### config.mk
export PLATFORM = sky130hd
export DESIGN_NAME = soc_system_onchip_mem_packer
export DESIGN_NICKNAME = d
export VERILOG_FILES = /design/src/rtl/soc_system_onchip_mem_packer.sv
export SDC_FILE = /design/constraint.sdc
export NUM_CORES = 1
export LEC_CHECK = 0
export BUFFER_PORTS_ARGS = -buffer_cell sky130_fd_sc_hd__buf_2
export CAP_MARGIN = 25
export CELL_PAD_IN_SITES_DETAIL_PLACEMENT = 1
export CELL_PAD_IN_SITES_GLOBAL_PLACEMENT = 1
export CORE_MARGIN = 10
export CORE_UTILIZATION = 34
export DETAILED_ROUTE_END_ITERATION = 10
export GPL_TIMING_DRIVEN = 0
export PLACE_DENSITY = 0.75
export SLEW_MARGIN = 20
export SYNTH_ARGS = -nofsm -noshare
export SYNTH_HDL_FRONTEND = slang
export SYNTH_SLANG_ARGS = --single-unit
### constraint.sdc
create_clock -name clk -period 1.7 [get_ports clk]
set_input_delay 0.255 -clock clk [delete_from_list [all_inputs] [get_ports clk]]
set_output_delay 0.255 -clock clk [all_outputs]
set_load 0.005 [all_outputs]
### src/rtl/soc_system_onchip_mem_packer.sv
// Packs a 32-bit valid/ready stream into 128-bit RAM lines, one write per line.
// Each line starts at address 0 for a new transfer; the RAM filling up before s_last raises a sticky overflow flag.
module soc_system_onchip_mem_packer #(
    parameter int unsigned DEPTH  = 64,
    parameter int unsigned ADDR_W = 6
) (
    input  logic              clk,
    input  logic              reset,
    input  logic              start,
    input  logic [31:0]       s_data,
    input  logic              s_valid,
    input  logic              s_last,
    output logic              s_ready,
    output logic [ADDR_W-1:0] mem_address,
    output logic [127:0]      mem_writedata,
    output logic [15:0]       mem_byteenable,
    output logic              mem_chipselect,
    output logic              mem_write,
    output logic              mem_clken,
    output logic              busy,
    output logic              done,
    output logic              overflow,
    output logic [ADDR_W:0]   lines_written
);

    localparam logic [ADDR_W-1:0] LAST_ADDR = ADDR_W'(DEPTH - 1);

    typedef enum logic [1:0] {
        IDLE  = 2'd0,
        FILL  = 2'd1,
        WRITE = 2'd2,
        DONE  = 2'd3
    } state_t;

    state_t              r_state;
    logic [1:0]          r_lane;
    logic                r_last_line;
    logic                r_s_ready;
    logic [ADDR_W-1:0]   r_addr;
    logic [127:0]        r_wdata;
    logic [15:0]         r_be;
    logic                r_cs;
    logic                r_write;
    logic                r_busy;
    logic                r_done;
    logic                r_overflow;
    logic [ADDR_W:0]     r_lines;

    logic                w_accept;
    logic                w_line_end;
    logic [15:0]         w_be_line;

    assign w_accept   = (r_state == FILL) && s_valid && r_s_ready;
    assign w_line_end = w_accept && ((r_lane == 2'd3) || s_last);

    // Byte lanes covered once the word in the current lane lands.
    always_comb begin
        w_be_line = 16'h0000;
        case (r_lane)
            2'd0:    w_be_line = 16'h000F;
            2'd1:    w_be_line = 16'h00FF;
            2'd2:    w_be_line = 16'h0FFF;
            default: w_be_line = 16'hFFFF;
        endcase
    end

    always_ff @(posedge clk) begin
        if (reset) begin
            r_state     <= IDLE;
            r_lane      <= 2'd0;
            r_last_line <= 1'b0;
            r_s_ready   <= 1'b0;
            r_addr      <= '0;
            r_wdata     <= '0;
            r_be        <= '0;
            r_cs        <= 1'b0;
            r_write     <= 1'b0;
            r_busy      <= 1'b0;
            r_done      <= 1'b0;
            r_overflow  <= 1'b0;
            r_lines     <= '0;
        end else begin
            case (r_state)
                IDLE: begin
                    if (start) begin
                        r_state     <= FILL;
                        r_s_ready   <= 1'b1;
                        r_busy      <= 1'b1;
                        r_lane      <= 2'd0;
                        r_addr      <= '0;
                        r_lines     <= '0;
                        r_overflow  <= 1'b0;
                        r_wdata     <= '0;
                        r_last_line <= 1'b0;
                    end
                end
                FILL: begin
                    if (w_accept) begin
                        r_wdata[{r_lane, 5'b00000} +: 32] <= s_data;
                        r_lane <= 2'(r_lane + 2'd1);
                    end
                    if (w_line_end) begin
                        r_state     <= WRITE;
                        r_s_ready   <= 1'b0;
                        r_cs        <= 1'b1;
                        r_write     <= 1'b1;
                        r_be        <= w_be_line;
                        r_last_line <= s_last;
                    end
                end
                WRITE: begin
                    r_cs    <= 1'b0;
                    r_write <= 1'b0;
                    r_be    <= '0;
                    r_lane  <= 2'd0;
                    r_wdata <= '0;
                    r_lines <= (ADDR_W+1)'(r_lines + 1'b1);
                    if (r_last_line) begin
                        r_state <= DONE;
                        r_done  <= 1'b1;
                    end else if (r_addr == LAST_ADDR) begin
                        // RAM full without s_last: stop rather than wrap to line 0.
                        r_state    <= DONE;
                        r_done     <= 1'b1;
                        r_overflow <= 1'b1;
                    end else begin
                        r_addr    <= ADDR_W'(r_addr + 1'b1);
                        r_state   <= FILL;
                        r_s_ready <= 1'b1;
                    end
                end
                DONE: begin
                    r_done  <= 1'b0;
                    r_busy  <= 1'b0;
                    r_state <= IDLE;
                end
                default: r_state <= IDLE;
            endcase
        end
    end

    assign s_ready        = r_s_ready;
    assign mem_address    = r_addr;
    assign mem_writedata  = r_wdata;
    assign mem_byteenable = r_be;
    assign mem_chipselect = r_cs;
    assign mem_write      = r_write;
    assign mem_clken      = ~reset;
    assign busy           = r_busy;
    assign done           = r_done;
    assign overflow       = r_overflow;
    assign lines_written  = r_lines;

endmodule

==> summary.md <==
| Metric | Value |
|---|---|
| RSZ-0062 raised after global routing | `yes` |
| Ant. Diodes | `0` |
| Mean Syn Cell Area | `around 10 sq um` |
| # DRC | `0` |
| Mapped Cells | `570` |
| Root Driver | `clkbuf_16` |
| Clk_skew | `8.625 ps` |
| Die ar. | `0.02321 sq mm` |
| CP required | `between 2000 and 2500 ps` |
| Seq/Total Area, Yosys | `51.76%` |
| Synth Cell Area | `0.005956 sq mm` |
| Routed vias/inst | `5.170` |
| Max H-tree Level | `4` |
| Worst setup endpoint | `mem_writedata[47]` |
| Grt ovf | `0` |
| NumNets Final | `858` |
| Fin crit period | `about 1800 ps` |
| Crit path max fanout | `10` |
| Drt first pass iters | `4` |
| Clock sink total | `between 150 and 200` |
| Global route hottest layer | `met2` |
| Post-route ant nets | `0` |
| CP Capture Type | `register` |
| Fraction of registers with async set/reset | `0%` |
| DP HPWL | `15.61 mm` |
| Routed vias | `5428` |
| Setup Viol. Count Final | `29` |
| Setup ws final | `-115.5 ps` |
| Slew headroom | `45.54%` |
| Commonest non-fill, non-tap cell in the layout | `buf_2` |
| Post-Route WL | `21.97 mm` |
| PortBufs | `200` |
| Power Total | `8.006 mW` |
| Core area | `0.01724 sq mm` |
| Rows | `48` |
| Actual slew at the worst max-slew pin | `816.9 ps` |
| Highest-count cells in the layout ignoring fill and taps | `buf_2 (206), dfxtp_1 (149), a22o_1 (64)` |
| Met2 GRT Util | `30.31%` |
| Share of the synthesized area in the top cell type | `roughly half` |
| Met3 track demand over resource | `4.742%` |
| Synth warnings | `0` |
| Max Freq | `roughly 550 MHz` |
| Hold Vio Cnt, Final | `0` |
| Clk buf depth | `2` |
| DR iter-0 viols | `slightly above 200` |
| CTS tree | `yes` |
| Post-route clock period utilization | `106.8%` |
| Dominant cell type by area after synthesis | `dfxtp_1` |
| Yosys cell types | `51` |
| Reg2reg start | `r_lane[1]` |
| Syn Nets | `616` |
| Status | `complete, but fails checks` |
| FF+latch count, synth | `154` |
| Die H | `152.4 um` |
| Gpl congestion | `0.7636` |
| Number of synthesized flops with an enable pin | `0` |
| Initial Utilization | `between 30% and 40%` |
| Largest net degree at the start of global routing | `18` |
| Reg clk slew, reported paths | `70 ps` |
| Clk_lat worst skew | `430 ps` |
| Initial antenna violation count | `0` |
| Worst Path Class, Setup | `register to register` |
| Crit path arrival time | `2180 ps` |
| Routed wire per std cell | `20.92 um` |
| CTS buffer count | `17` |
| Power per Cell Area | `about 950 mW/mm^2` |
| Dpl ws | `-573.3 ps` |
| Maxcap violations | `0` |
| Grt met1 use | `22.83%` |
| Startpoint Class | `register` |
| FF-to-FF path depth | `7` |
| Leakage | `3.767 nW` |
| GRT Util Overall | `approximately 18%` |
| Worst r2r dst | `mem_writedata[47]` |
| Vias in the first global route | `about 5700` |
| Synth Flop Type | `dfxtp_1` |
| Ports | `201` |
| Minimum setup slack among reg-to-reg paths | `-120 ps` |
| Top cells by area, synth | `dfxtp_1 (52%), a22o_1 (9.4%), nor3b_2 (5.9%)` |
| Layout cells sized above 1 | `48.61%` |
| Die width | `about 150 um` |
| Slew Viols, Final | `0` |
| Hold crit path type | `input pin to register` |
| Worst vdd ir | `0.0007017 V` |
| Violated checks | `negative setup slack` |
| Total negative slack | `-1686 ps` |
| CP Launch Point | `r_lane[1]` |
| Area grow syn2layout | `40.88%` |
| First-pass GRT wire length | `34.05 mm` |
power breakdown:
group	internal (mW)	switching, mW
Clock	1.97	1.76
Combinational	0.225	0.396
Sequential	3.64	0.0229
through the flow:
step,cells,cell area (sq um),hold slack [ps],utilization (%)
2_1_floorplan,570,5967,380.5,-
3_3_place_gp,995,7249,440.8,42.06
3_5_place_dp,995,7249,452.1,42.06
4_1_cts,1033,8026,76.35,46.57
5_1_grt,1050,8391,85.67,48.68
6_report,1050,8391,96.21,48.68
what timing repair did:
action / 4_1_cts / 5_1_grt
buffers inserted: 5 / 14
setup endpoints to repair: 132 / 130
cloned: 2 / 3
hold buffers: 0 / 0
gates resized for setup: 48 / 67
pin swaps: 6 / 11
layer usage:
layer | wire, um | up-vias
met2 | 10900 | 147
met5 | 0 | -
met4 | 242 | 0
li1 | - | 2575
met1 | 9719 | 2682
met3 | 1108 | 24
cells in the mapped netlist, types with 2 or more instances:
cell type	number
a211oi_2	2
a21oi_1	14
a41oi_1	2
nor2b_1	2
buf_6	7
a31oi_1	2
o21bai_1	2
ha_1	9
nor3_1	4
a31o_1	2
nand4_1	4
nor3b_2	28
nor4_1	2
a211oi_1	2
nand3_1	42
a21o_1	2
and4b_1	2
buf_2	21
clkbuf_1	14
buf_1	4
a22oi_1	3
nand2_1	41
dfxtp_1	154
a31o_2	30
nand2b_1	3
buf_4	15
a22o_1	64
or4_1	2
nor3b_1	7
inv_1	7
mux2_2	3
nor2_1	19
o21ai_0	37
cell type report:
class	count	area (sq um)
Buffer	60	499.2
Clock inverter	14	143.9
Sequential cell	154	3097
Clock buffer	18	429.2
Timing Repair Buffer	224	1257
Fill cell	1993	8846
Inverter	8	36.28
Multi-Input combinational cell	347	2646
Tap cell	225	281.5
state kept, by name, summed over array words and instances, names as in the netlist:
name / cells
mem_byteenable: 4
lines_written: 7
r_last_line: 1
mem_writedata: 128
r_lane: 2
r_state: 2
mem_address: 6
overflow: 1
s_ready: 1
busy: 1
done: 1
logic make-up (layout without fill, tap and decap cells):
kind of cell / Yosys count / in the layout / share of synthesized area, %
compound gates: 173 / 173 / 21.97
fa+ha+maj: 9 / 9 / 1.891
buf+inv: 69 / 324 / 6.618
flops: 154 / 154 / 51.76
mux: 4 / 4 / 0.7353
simple gates: 161 / 161 / 17.02
worst max-delay path: stages, from the launching register on:
cell and delay (ps):
dfxtp_4 370, clkinvlp_4 140, buf_4 160, ha_1 230
a211oi_4 280, buf_4 180, buf_4 190, a22o_1 190
how the worst min path moves through the flow:
stage	startpoint	endpoint	depth (start not counted)
final	s_data[22]	mem_writedata[54]	2
after CTS	s_data[22]	mem_writedata[54]	2
after global placement	mem_writedata[96]	mem_writedata[96]	2
after global routing	s_data[3]	mem_writedata[67]	2
after detailed placement	mem_writedata[109]	mem_writedata[109]	2
after floorplan	s_data[2]	mem_writedata[34]	1
(Power assumes the default switching activity.)
